**src/rtl/fwd_hazard_ctrl.sv**
```systemverilog
// ---------------------------------------------------------------------------
// fwd_hazard_ctrl
//
// Forwarding and hazard controller for the 5-stage pipelined CPU.
//
// The controller keeps its own shadow copy of the destination information of
// in-flight instructions. It therefore needs only the ID-stage decode fields
// and the data-memory ready handshake. Operand mux selects are computed while
// the consumer sits in ID. They are registered on the edge that moves the
// consumer into EX.
//
// Ports
//   clk_i          clock, all state on the rising edge
//   rst_i          asynchronous, active-low reset
//   id_valid_i     ID stage holds a real instruction
//   id_rs_i        ID source register A
//   id_rt_i        ID source register B
//   id_use_rs_i    ID instruction reads rs
//   id_use_rt_i    ID instruction reads rt
//   id_regwrite_i  ID instruction writes a register
//   id_rd_i        ID final destination register
//   id_memread_i   ID instruction is a load
//   id_memwrite_i  ID instruction is a store
//   dmem_ready_i   data memory completes the MEM-stage access this cycle
//   fwd_a_o        operand-A select for the instruction now in EX
//   fwd_b_o        operand-B select for the instruction now in EX
//   stall_o        hold PC and IF/ID
//   bubble_o       load a NOP into ID/EX
//   freeze_o       hold every pipeline register
//
// Select encoding
//   00 register file, 01 EX/MEM ALU result, 10 MEM/WB writeback data,
//   11 RET hold value (the data written one cycle earlier).
// ---------------------------------------------------------------------------
module fwd_hazard_ctrl #(
  parameter int REG_AW     = 5,
  parameter bit LOADUSE_EN = 1'b1
) (
  input  logic              clk_i,
  input  logic              rst_i,
  input  logic              id_valid_i,
  input  logic [REG_AW-1:0] id_rs_i,
  input  logic [REG_AW-1:0] id_rt_i,
  input  logic              id_use_rs_i,
  input  logic              id_use_rt_i,
  input  logic              id_regwrite_i,
  input  logic [REG_AW-1:0] id_rd_i,
  input  logic              id_memread_i,
  input  logic              id_memwrite_i,
  input  logic              dmem_ready_i,
  output logic [1:0]        fwd_a_o,
  output logic [1:0]        fwd_b_o,
  output logic              stall_o,
  output logic              bubble_o,
  output logic              freeze_o
);

  localparam logic [1:0] SEL_RF  = 2'b00;
  localparam logic [1:0] SEL_EXM = 2'b01;
  localparam logic [1:0] SEL_MWB = 2'b10;
  localparam logic [1:0] SEL_RET = 2'b11;

  // Full slot payload. It is needed while an instruction can still cause a
  // load-use stall (EX) or a memory wait (MEM).
  typedef struct packed {
    logic              regwrite;
    logic              memread;
    logic              memwrite;
    logic [REG_AW-1:0] dest;
  } info_t;

  // Producer-only payload. By WB only the destination matters.
  typedef struct packed {
    logic              regwrite;
    logic [REG_AW-1:0] dest;
  } prod_t;

  // Valid bits and selects are control and are reset. Payload fields are
  // meaningless while the matching valid bit is low, so they carry no reset.
  logic       ex_vld_q,  ex_vld_d;
  logic       mem_vld_q, mem_vld_d;
  logic       wb_vld_q,  wb_vld_d;
  logic [1:0] fwd_a_q,   fwd_a_d;
  logic [1:0] fwd_b_q,   fwd_b_d;

  info_t ex_info_q;
  info_t mem_info_q;
  prod_t wb_info_q;
  info_t id_info;

  // The RET slot is not stored. A producer in WB while the consumer is in ID
  // reaches RET exactly when the consumer reaches EX, so a WB-slot hit already
  // yields the RET select. Anything older is visible in the register file.
  logic hit_ex_a,  hit_ex_b;
  logic hit_mem_a, hit_mem_b;
  logic hit_wb_a,  hit_wb_b;
  logic [1:0] sel_a, sel_b;
  logic freeze, loaduse;

  function automatic logic slot_hit(
    input logic              vld,
    input logic              regwrite,
    input logic [REG_AW-1:0] dest,
    input logic [REG_AW-1:0] src,
    input logic              use_src
  );
    // Register 0 is hard-wired, so it is never forwarded.
    return vld & regwrite & (dest == src) & (src != '0) & use_src;
  endfunction

  function automatic logic [1:0] pick_sel(
    input logic h_ex,
    input logic h_mem,
    input logic h_wb
  );
    // The youngest producer wins.
    if (h_ex)       return SEL_EXM;
    else if (h_mem) return SEL_MWB;
    else if (h_wb)  return SEL_RET;
    else            return SEL_RF;
  endfunction

  always_comb begin
    id_info.regwrite = id_regwrite_i;
    id_info.memread  = id_memread_i;
    id_info.memwrite = id_memwrite_i;
    id_info.dest     = id_rd_i;
  end

  always_comb begin
    hit_ex_a  = slot_hit(ex_vld_q,  ex_info_q.regwrite,  ex_info_q.dest,  id_rs_i, id_use_rs_i);
    hit_ex_b  = slot_hit(ex_vld_q,  ex_info_q.regwrite,  ex_info_q.dest,  id_rt_i, id_use_rt_i);
    hit_mem_a = slot_hit(mem_vld_q, mem_info_q.regwrite, mem_info_q.dest, id_rs_i, id_use_rs_i);
    hit_mem_b = slot_hit(mem_vld_q, mem_info_q.regwrite, mem_info_q.dest, id_rt_i, id_use_rt_i);
    hit_wb_a  = slot_hit(wb_vld_q,  wb_info_q.regwrite,  wb_info_q.dest,  id_rs_i, id_use_rs_i);
    hit_wb_b  = slot_hit(wb_vld_q,  wb_info_q.regwrite,  wb_info_q.dest,  id_rt_i, id_use_rt_i);
    sel_a     = pick_sel(hit_ex_a, hit_mem_a, hit_wb_a);
    sel_b     = pick_sel(hit_ex_b, hit_mem_b, hit_wb_b);
  end

  // A memory wait masks load-use. The load-use is seen again after release.
  always_comb begin
    freeze  = mem_vld_q & (mem_info_q.memread | mem_info_q.memwrite) & ~dmem_ready_i;
    loaduse = LOADUSE_EN & id_valid_i & ex_vld_q & ex_info_q.memread
            & (hit_ex_a | hit_ex_b) & ~freeze;
  end

  always_comb begin
    ex_vld_d  = ex_vld_q;
    mem_vld_d = mem_vld_q;
    wb_vld_d  = wb_vld_q;
    fwd_a_d   = fwd_a_q;
    fwd_b_d   = fwd_b_q;
    if (!freeze) begin
      mem_vld_d = ex_vld_q;
      wb_vld_d  = mem_vld_q;
      if (loaduse) begin
        // The bubble enters EX. The consumer stays in ID and re-evaluates
        // against the load, which has moved to MEM.
        ex_vld_d = 1'b0;
        fwd_a_d  = SEL_RF;
        fwd_b_d  = SEL_RF;
      end else begin
        ex_vld_d = id_valid_i;
        fwd_a_d  = sel_a;
        fwd_b_d  = sel_b;
      end
    end
  end

  // ID -> EX -> MEM -> WB boundary: control state
  always_ff @(posedge clk_i or negedge rst_i) begin
    if (!rst_i) begin
      ex_vld_q  <= 1'b0;
      mem_vld_q <= 1'b0;
      wb_vld_q  <= 1'b0;
      fwd_a_q   <= SEL_RF;
      fwd_b_q   <= SEL_RF;
    end else begin
      ex_vld_q  <= ex_vld_d;
      mem_vld_q <= mem_vld_d;
      wb_vld_q  <= wb_vld_d;
      fwd_a_q   <= fwd_a_d;
      fwd_b_q   <= fwd_b_d;
    end
  end

  // ID -> EX -> MEM -> WB boundary: slot payload. A bubble may carry stale
  // payload into EX because its valid bit is low.
  always_ff @(posedge clk_i) begin
    if (!freeze) begin
      ex_info_q          <= id_info;
      mem_info_q         <= ex_info_q;
      wb_info_q.regwrite <= mem_info_q.regwrite;
      wb_info_q.dest     <= mem_info_q.dest;
    end
  end

  assign fwd_a_o  = fwd_a_q;
  assign fwd_b_o  = fwd_b_q;
  assign freeze_o = freeze;
  assign bubble_o = loaduse;
  assign stall_o  = freeze | loaduse;

endmodule

```
**config.mk**
```make
export PLATFORM = sky130hd
export DESIGN_NAME = fwd_hazard_ctrl
export DESIGN_NICKNAME = d
export VERILOG_FILES = /design/src/rtl/fwd_hazard_ctrl.sv
export SDC_FILE = /design/constraint.sdc
export NUM_CORES = 1
export LEC_CHECK = 0
export ABC_AREA = 1
export BUFFER_PORTS_ARGS = -buffer_cell sky130_fd_sc_hd__buf_2
export CAP_MARGIN = 10
export CORE_ASPECT_RATIO = 0.9
export CORE_MARGIN = 2
export CORE_UTILIZATION = 60
export CTS_CLUSTER_SIZE = 16
export DETAILED_ROUTE_END_ITERATION = 8
export PLACE_DENSITY = 0.95
export SLEW_MARGIN = 15
export SYNTH_ARGS = -nofsm -noshare
export SYNTH_HDL_FRONTEND = slang
export SYNTH_SLANG_ARGS = --single-unit
```
**constraint.sdc**
```tcl
create_clock -name clk_i -period 2.6 [get_ports clk_i]
set_input_delay 0.26 -clock clk_i [delete_from_list [all_inputs] [get_ports clk_i]]
set_output_delay 0.26 -clock clk_i [all_outputs]
set_load 0.05 [all_outputs]
```
== Word level (Yosys, flattened, before mapping) ==
Index checks and enable logic that the tools add are counted.
Storage, ports and cells
  register bits: 29
  input port bits: 24
  output and inout bits: 7
Operators by class
  eq/ne operators: 6
  mux-type cells: 9
  bitwise operators: 32
  reduce and logical (&&, ||, !) cells: 2
Operators by type and width (count)
  5-bit equality test: 6
  1-bit bitwise AND: 27
  2-bit 2-to-1 mux: 8
  5-bit nonzero test: 2
  1-bit bitwise OR: 3
  1-bit inverter: 2
  1-bit 2-to-1 mux: 1

== Depth between registers and ports, before layout ==
Gate-level depths: netlist of run 1.
  depth in word-level cells: 8
  depth in mapped cells: 11
  gate-level depth less buffers: 11

== Worst setup path after synthesis of run 1 ==
OpenSTA, ideal clock, no wires.
  path type: reg-to-output
  start: register mem_vld_q
  end: output stall_o
  arrival time: 1.820 ns
  data required time: 2.340 ns
  setup slack: 0.520 ns
  cell stages (with the launch flop): 5
  path buffers: 0
  cell sequence: dfrtp_1 inv_1 nor3_4 inv_2 nand2_1
On the way
  word-level cells in the longest chain between the ends: 5
RTL lines
  start, declared: RTL line 81  | logic mem_vld_q, mem_vld_d;
  start signal, assigned: RTL line 181  | mem_vld_q <= mem_vld_d;
  1-bit bitwise AND (*) (2 in series): RTL line 143  | freeze = mem_vld_q & (mem_info_q.memread | mem_info_q.memwrite) & ~dmem_ready_i;
  named net freeze_o: RTL line 55  | output logic freeze_o
  1-bit inverter: RTL line 145  | & (hit_ex_a | hit_ex_b) & ~freeze;
  1-bit bitwise AND: RTL line 145
  1-bit bitwise OR (*): RTL line 203  | assign stall_o = freeze | loaduse;
  end, declared: RTL line 53  | output logic stall_o,
Mark *: on every way through the listed nets, which the timed path passes. The rest lies on a longest branch.

== Worst setup path in the final report of run 1 ==
  start: register ex_info_q[4] (netlist bit)
  end: output bubble_o
On the way
  word-level cells in the longest chain between the ends: 7
RTL lines
  start, declared: RTL line 86  | info_t ex_info_q;
  start signal, assigned: RTL line 192  | ex_info_q <= id_info;
  5-bit equality test: RTL line 108  | return vld & regwrite & (dest == src) & (src != '0) & use_src;
  1-bit bitwise AND (3 in series): RTL line 108
  1-bit bitwise OR (*): RTL line 145
  1-bit bitwise AND (*) (2 in series): RTL line 145
  end, declared: RTL line 54  | output logic bubble_o,
Mark *: on every way between the ends. The rest lies on a longest branch, timed or not.

==> results of run 1 <==
area by class of cell:
type	instances	area (um^2)	share of cell area, %
Sequential cell	29	836	41.0
Multi-Input combinational cell	160	800	39.3
Timing Repair Buffer	32	168	8.23
Inverter	33	124	6.08
Clock buffer	6	51.3	2.52
Tap cell	40	50.0	2.46
Clock inverter	2	8.76	0.430
worst max-delay path by stage:
stage                       from  depth (start not counted)  slack [ps]       end
floorplan              mem_vld_q                          4         520   stall_o
global placement    ex_info_q[2]                          8         920  bubble_o
detailed placement  ex_info_q[4]                          8         830  bubble_o
CTS                 ex_info_q[4]                          8         460  bubble_o
global route        ex_info_q[4]                          8         340  bubble_o
finish              ex_info_q[4]                          8         450  bubble_o
registers in the layout (all words and copies together), names as in the netlist:
name / cells
ex_info_q: 8
ex_vld_q: 1
fwd_a_o: 2
fwd_b_o: 2
mem_info_q: 8
mem_vld_q: 1
wb_info_q: 6
wb_vld_q: 1
cell usage in the layout, fill, tap and decap left out:
cell type,count
nand2_1,78
buf_2,30
nor2_1,27
inv_1,25
edfxtp_1,22
xnor2_1,18
nand3_1,10
inv_2,7
dfrtp_1,7
nand2_2,6
a21oi_1,6
clkbuf_4,5
nor2_2,4
nand4_1,4
nor2_4,2
clkinv_1,2
nor3_4,1
xnor2_2,1
nand2_4,1
nor3_1,1
xor2_1,1
clkinv_2,1
clkbuf_8,1
dlygate4sd3_1,1
buf_4,1
synth_stat cells (3+ instances only):
cell	instances	area share [%]
a21oi_1	6	1.7
buf_6	3	1.9
dfrtp_1	7	9.8
edfxtp_1	22	37
inv_1	25	5.2
inv_2	7	1.5
nand2_1	78	16
nand2_2	6	2.1
nand3_1	10	2.8
nand4_1	4	1.4
nor2_1	27	5.7
nor2_2	4	1.4
xnor2_1	18	8.8
critical path, delay by kind of cell (launching register included):
kind          cells  cell delay (ps)
xor+xnor          1              270
flops             1              460
simple gates      6              590
buf+inv           1              260
power by group through the flow:
stage	clock, uW	sequential, uW	combinational [uW]
6_report	282	636	308
5_1_grt	307	646	347
4_1_cts	289	636	310
3_5_place_dp	0	647	308
3_3_place_gp	0	640	298
2_1_floorplan	0	639	229
logic make-up (layout without fill, tap and decap cells):
group | count (synthesis) | count (layout)
and+or+nand+nor | 134 | 134
buffers and inverters | 36 | 73
DFF | 29 | 29
xor gates and xnor gates | 20 | 20
AOI/OAI and AO/OA | 6 | 6
per-stage QoR:
| step | total power (uW) | std cells | hold WS, ps | cell area (um^2) | utilization, % |
|---|---|---|---|---|---|
| after detailed placement | 954 | 293 | 102 | 1970 | 70.4 |
| after global routing | 1300 | 302 | 89.4 | 2040 | 72.9 |
| after global placement | 939 | 293 | 104 | 1970 | 70.4 |
| after CTS | 1240 | 302 | 95.3 | 2040 | 72.9 |
| after floorplan | 868 | 225 | -35.6 | 1790 | - |
| final | 1230 | 302 | 105 | 2040 | 72.9 |
metal layers:
metal	vias to the layer above	GRT usage [%]	wire length (um)
li1	763	-	-
met1	660	33.4	1590
met2	70	35.3	1670
met3	8	6.05	320
met4	0	7.90	46
met5	-	0	0
repair_timing:
item / in CTS / in global routing
endpoints found under the hold margin: 7 / 0
resized for setup: 0 / 0
hold buffers: 1 / 0
==> flow_summary.toml, run 1 <==
[drt]
drt_first_pass_iters = 4
wl_um = 3620
routed_via_density = 4.97
drc_errors = 0
vias = 1501
avgRoutedWirePerCell_um = 12.0
drt_iter0_drc = 73
postRouteAntennaNets = 0

[timing]
tightest_slew_ps = 354
fin_ws_ps = 450
max_freq_ghz = 0.465
final_hold_viol_count = 0
setup_violations = 0
fin_crit_sh_pct = 82.7
period_minus_slack_ps = 2150
setup_tns_ps = 0
rsz0062_at_grt = "no"
finalClockSkew_ps = 11.9
relSlewSlack_pct = 76.3
slew_viol_final = 0

[power_and_ir_drop]
power.leakage_uw = 0.00104
sequentialPowerShare_pct = 51.9
power_frac_clock_pct = 23.0
ir_drop_mv = 0.432
internal-power_uw = 825
swShare_pct = 32.7
combinationalPowerShare_pct = 25.1
power_density_nw_per_um2 = 602
switching_power_uw = 401

[finish]
layout.nets = 285
layout-drive-gt1-share_pct = 22.9
area_growth_pct = 13.6
filler_cell_count = 241
n_antenna_cell = 0

[synth]
synth_top_family_by_area = "simple AND/OR/NAND/NOR gates"
synth_fa_ha_area_share_pct = 0
synthFlopType = "edfxtp_1"
ys_warn_count = 0
ys_async_sr_fraction_pct = 24.1
synth-simple-area-share_pct = 32.7
synthesis.nets = 249
netlist_area_um2 = 1790
synth.yosys.seq_area_share_pct = 46.6
synth_edf_count = 22
synth_cells = 225
synth-compound-area-share_pct = 1.67
avgSynthCellArea_um2 = 7.97
synth-xor-area-share_pct = 10.2
synth_mux_area_share_pct = 0
synth_cell_types = 20
synth_seq_cells = 29

[hold_path]
hold_path.class = "primary input to flip-flop"
min_from = "id_rd_i[0]"
whs_path_depth = 1
hold_end = "ex_info_q[0]"

[critical_path]
cp_cell_sequence = "xnor2_1 > nand2_1 > nor2_1 > nand2_2 > nand2_2 > nand2_4 > nor2_1 > buf_2"
r2r_start = "mem_vld_q"
critPathKind = "flip-flop to output port"
critical_path_arrival_ps = 1890
crit_path_end_kind = "output port"
startpoint_type = "flip-flop"
r2r_end = "ex_info_q[5]"
worst_path_largest_cell_delay_ps = 460
crit_slowest_cell = "edfxtp_1"
reg2reg_depth = 4
cp_max_fo = 7
crit_required_ps = 2340
r2r_slack_ps = 1060

[placed_design]
dp_hpwl_um = 2940
gp_congestion = 0.897
pre_cts_slack_ps = 829
port_buffers = 30

[clock_network]
clockBufferDepth = 2
htreeDepth = 2
clkLatencyLatePin_ps = 330
post-cts-setup-buffer-count = 0
cts_sinks = 29
tritoncts = "built"
cts_buffers = 5
clockRootBuffer = "clkbuf_4"
clk_pin_slew_worst_paths_ps = 100

[floorplan]
io_pins = 31
fp-row-count = 18
core_area_um2 = 2790
die_width_um = 61.6
die_y_um = 55.9
dieArea_um2 = 3440
start_util_pct = 64.2

[run]
cap_violations = 0

[global_route]
grt_pass1_wl_um = 5920
grt_pass1_vias = 1394
grt_antenna_before_repair = 0
grt_max_degree = 17
grt_usage_pct = 23.6
grt-ovfl-total = 0

[run_status]
run_status = "finished clean"
Note: power is estimated with default switching activity, not from simulation.
==> run 2: changes to the inputs <==
--- a/config.mk
+++ b/config.mk
@@ -10,10 +10,10 @@
 export CAP_MARGIN = 10
 export CORE_ASPECT_RATIO = 0.9
 export CORE_MARGIN = 2
-export CORE_UTILIZATION = 60
+export CORE_UTILIZATION = 55
 export CTS_CLUSTER_SIZE = 16
 export DETAILED_ROUTE_END_ITERATION = 8
-export PLACE_DENSITY = 0.95
+export PLACE_DENSITY = 0.9
 export SLEW_MARGIN = 15
 export SYNTH_ARGS = -nofsm -noshare
 export SYNTH_HDL_FRONTEND = slang
==> constraint.sdc (replaced) <==
create_clock -name clk_i -period 2 [get_ports clk_i]
set_input_delay 0.2 -clock clk_i [delete_from_list [all_inputs] [get_ports clk_i]]
set_output_delay 0.2 -clock clk_i [all_outputs]
set_load 0.05 [all_outputs]
==> flow_summary.toml, run 2 (synthesis results as in run 1) <==
[run_status]
run_status = "finished clean"

[clock_network]
clockRootBuffer = "clkbuf_4"
cts_buffers = 5
clk_pin_slew_worst_paths_ps = 100
cts_sinks = 29
clockBufferDepth = 2
clkLatencyLatePin_ps = 340
tritoncts = "built"
htreeDepth = 2

[placed_design]
dp_hpwl_um = 2910
port_buffers = 30
gp_congestion = 0.908
pre_cts_slack_ps = 317
dpl_cell_area_um2 = 1970

[global_route]
grt_pass1_wl_um = 6210
grt-ovfl-total = 0
grt_antenna_before_repair = 0
grt_usage_pct = 22.4
grt_max_degree = 18
grt_pass1_vias = 1468

[power_and_ir_drop]
power_frac_clock_pct = 32.1
ir_drop_mv = 0.801
internal-power_uw = 1310
switching_power_uw = 547
power.leakage_uw = 0.00109
swShare_pct = 29.4
power_density_nw_per_um2 = 863
combinationalPowerShare_pct = 23.2
sequentialPowerShare_pct = 44.6

[finish]
multiInputGateArea_um2 = 830
final_cell_area_um2 = 2160
top_regs = "ex_info_q (8), mem_info_q (8), wb_info_q (6)"
final_cell_mix = "nand2_1 (76), buf_2 (28), nor2_1 (25), inv_1 (24), edfxtp_1 (22)"
area_growth_pct = 20.4
regArea_um2 = 836
filler_cell_count = 240
layout-drive-gt1-share_pct = 27.1
layout.nets = 289
n_antenna_cell = 0
final_common_cell = "nand2_1"

[floorplan]
die_y_um = 58.2
die_width_um = 64.2
dieArea_um2 = 3730
start_util_pct = 58.0
fp-row-count = 19
io_pins = 31
core_area_um2 = 3090

[critical_path]
critPathKind = "flip-flop to output port"
crit_path_end_kind = "output port"
crit_slowest_cell = "edfxtp_1"
cp_cell_sequence = "nand2_2 > nand4_1 > nor2_2 > nand2_2 > nand2_2 > nand2_4 > nor2_4 > buf_6"
cp_max_fo = 4
cp_common_cell = "nand2_2"
crit_required_ps = 1800
r2r_slack_ps = 470
r2r_start = "mem_info_q[5]"
startpoint_type = "flip-flop"
startpoint = "ex_info_q[3]"
critical_path_arrival_ps = 1710
worst_path_largest_cell_delay_ps = 520

[timing]
slew_viol_final = 0
rsz0062_at_grt = "yes"
relSlewSlack_pct = 77.4
max_freq_ghz = 0.524
period_minus_slack_ps = 1910
setup_tns_ps = 0
fin_crit_sh_pct = 95.4
tightest_slew_ps = 338
whs_ps = 28.2
finalClockSkew_ps = 11.0
setup_violations = 0
fin_ws_ps = 91.5
final_hold_viol_count = 0

[drt]
drt_first_pass_iters = 4
drt_iter0_drc = 116
postRouteAntennaNets = 0
avgRoutedWirePerCell_um = 12.7
drc_errors = 0
wl_um = 3910
vias = 1557
routed_via_density = 5.06

[hold_path]
hold_path.class = "primary input to flip-flop"
min_from = "id_regwrite_i"

[run]
cap_violations = 0
## run 2: worst max-delay path, delay by kind of cell (launching register included)
family	cells	cell delay, ps
buffers and inverters	1	160
AND/OR/NAND/NOR	7	700
flip-flops	1	520
## run 2: area by class of cell
class	count	share of cell area [%]
tap	42	2.43
sequential	29	38.7
inverter	33	5.74
timing repair buffer	36	9.91
clock inverter	3	3.01
clock buffer	5	1.74
multi-input combinational	160	38.4
## run 2: path summary, 6_finish.rpt
kind,end,cells past startpoint
max in group asynchronous,fwd_a_o[0],2
setup / recovery,bubble_o,8
hold / removal,ex_info_q[7],1
setup reg to reg,ex_info_q[2],4
min in group asynchronous,fwd_b_o[0],2
hold reg to reg,mem_info_q[5],0
## run 2: timing repair
item / in CTS / in global routing
gates resized for setup: 1 / 12
pin swaps: 1 / 5
buffers inserted: 0 / 4
endpoints found under the setup margin: 1 / 2
endpoints found under the hold margin: 7 / 0
hold buffers: 1 / 0
## run 2: layer usage
metal | vias to the layer above | share of wire [%] | global-route usage (%)
met5 | - | 0 | 0
met4 | 0 | 3.8 | 11.9
met3 | 18 | 6.0 | 6.80
met2 | 60 | 47 | 36.5
met1 | 705 | 44 | 27.2
li1 | 774 | - | -
## run 2: power groups by stage
stage / Sequential (uW) / Clock (uW) / Combinational (uW)
after detailed placement: 841 / 0 / 400
after CTS: 828 / 609 / 405
after global routing: 844 / 632 / 481
final: 831 / 598 / 433
after floorplan: 831 / 0 / 298
after global placement: 834 / 0 / 387
## run 2: per-stage QoR
| step | total power, uW | std cells | util (%) |
|---|---|---|---|
| 5_1_grt | 1960 | 308 | 69.8 |
| 4_1_cts | 1840 | 304 | 67.5 |
| 3_5_place_dp | 1240 | 295 | 63.8 |
| 3_3_place_gp | 1220 | 295 | 63.8 |
| 2_1_floorplan | 1130 | 225 | - |
| 6_report | 1860 | 308 | 69.8 |
==> run 3: changes to the inputs <==
--- a/config.mk
+++ b/config.mk
@@ -9,7 +9,6 @@
 export BUFFER_PORTS_ARGS = -buffer_cell sky130_fd_sc_hd__buf_2
 export CAP_MARGIN = 10
 export CORE_ASPECT_RATIO = 0.9
-export CORE_MARGIN = 2
 export CORE_UTILIZATION = 55
 export CTS_CLUSTER_SIZE = 16
 export DETAILED_ROUTE_END_ITERATION = 8
==> flow_summary.toml, run 3 (synthesis results as in run 1) <==
[run_status]
run_status = "finished clean"

[drt]
drt_iter0_drc = 74
routed_via_density = 5.01
routed.top_layer = "met4"
drc_errors = 0
wl_um = 3780
wl_met2_um = 1810
vias = 1528
postRouteAntennaNets = 0
met1_length_um = 1590
drt_first_pass_iters = 4
avgRoutedWirePerCell_um = 12.4
met3_wirelength_um = 315

[timing]
final_hold_viol_count = 0
period_minus_slack_ps = 1900
setup_violations = 0
whs_ps = 49.1
max_freq_ghz = 0.527
fin_crit_sh_pct = 94.8
fin_ws_ps = 103
tightest_slew_ps = 317
rsz0062_at_grt = "yes"
relSlewSlack_pct = 78.8
slew_viol_final = 0
finalClockSkew_ps = 4.78
setup_tns_ps = 0

[floorplan]
io_pins = 31
fp-row-count = 19
core_area_um2 = 3090
dieArea_um2 = 3490
die_width_um = 62.2
die_y_um = 56.2
start_util_pct = 58.0

[global_route]
grt_pass1_wl_um = 5960
grt_pass1_vias = 1377
grt_max_degree = 17
grt_usage_pct = 22.9
grt_antenna_before_repair = 0
grt-ovfl-total = 0

[critical_path]
crit_path_end_kind = "output port"
cp_max_fo = 7
crit_required_ps = 1800
r2r_slack_ps = 510
critical_path_arrival_ps = 1700
critPathKind = "flip-flop to output port"
startpoint_type = "flip-flop"

[clock_network]
clockRootBuffer = "clkbuf_4"
clk_pin_slew_worst_paths_ps = 90
clockBufferDepth = 2
cts_buffers = 5
tritoncts = "built"
htreeDepth = 2
cts_sinks = 29
clkLatencyLatePin_ps = 320

[finish]
top_regs = "ex_info_q (8), mem_info_q (8), wb_info_q (6)"
area_growth_pct = 16.7
multiInputGateArea_um2 = 837
regArea_um2 = 836
layout.nets = 286
layout-drive-gt1-share_pct = 26.2
filler_cell_count = 255
final_cell_mix = "nand2_1 (77), buf_2 (28), inv_1 (25), nor2_1 (24), edfxtp_1 (22)"
n_antenna_cell = 0
final_common_cell = "nand2_1"

[placed_design]
port_buffers = 30
pre_cts_slack_ps = 353
dp_hpwl_um = 2890
gp_congestion = 0.848

[hold_path]
hold_path.class = "primary input to flip-flop"

[power_and_ir_drop]
ir_drop_mv = 0.778
power.leakage_uw = 0.00106
power_density_nw_per_um2 = 756

[run]
cap_violations = 0
[run 3: cell count changes in the layout (fill, tap and decap cells not counted), sizes merged]
| cell | change |
|---|---|
| clkinv | +1 |
| buf | -3 |
| bufinv | -2 |
| clkinvlp | +1 |
[run 3: metrics by stage]
stage               area, um^2  total power, uW  utilization (%)  instances
CTS                       2050             1580             66.2        305
global placement          1980             1230             64.0        296
global route              2090             1690             67.7        305
detailed placement        1980             1240             64.0        296
floorplan                 1800             1130                -        225
finish                    2090             1580             67.7        305
[run 3: area by class of cell]
| class | instances | share of cell area (%) |
|---|---|---|
| sequential | 29 | 40.0 |
| inverter | 33 | 5.92 |
| clock buffer | 5 | 1.79 |
| timing repair buffer | 33 | 8.97 |
| multi-input combinational | 160 | 40.0 |
| clock inverter | 3 | 0.837 |
| tap | 42 | 2.51 |
[run 3: layer usage]
metal | track usage [%] | vias to the layer above
met3 | 5.74 | 6
met2 | 38.5 | 67
met1 | 28.9 | 686
li1 | - | 769
met5 | 0 | -
met4 | 7.97 | 0
[run 3: what timing repair did]
item,CTS,global route
hold buffers,1,0
setup endpoints to repair,1,2
pin swaps,0,8
endpoints found under the hold margin,7,0
setup buffers,0,0
resized for setup,1,11
[run 3: power breakdown]
| group | total (uW) | leakage, uW | internal, uW | switching, uW |
|---|---|---|---|---|
| Sequential | 829 | 0.000316 | 758 | 71.5 |
| Clock | 332 | 0.0000310 | 132 | 200 |
| Combinational | 419 | 0.000713 | 162 | 257 |
| Total | 1580 | 0.00106 | 1050 | 529 |
[run 3: worst max-delay path, cell delays in order, from the launching register on]
cell,delay [ps]
edfxtp_1,470
xnor2_2,240
nand2_1,90
nor2_2,100
nand2_2,70
nand2_2,70
nand2_4,80
nor2_4,110
buf_8,150
[run 3: final timing paths]
path,start,endpoint,depth (start not counted)
max,ex_info_q[4],bubble_o,8
min,id_memwrite_i,ex_info_q[5],1
max reg2reg,mem_info_q[5],mem_info_q[7],4
min reg2reg,ex_info_q[5],mem_info_q[5],0
max in group asynchronous,rst_i,fwd_b_o[1],2
min in group asynchronous,rst_i,fwd_b_o[0],2
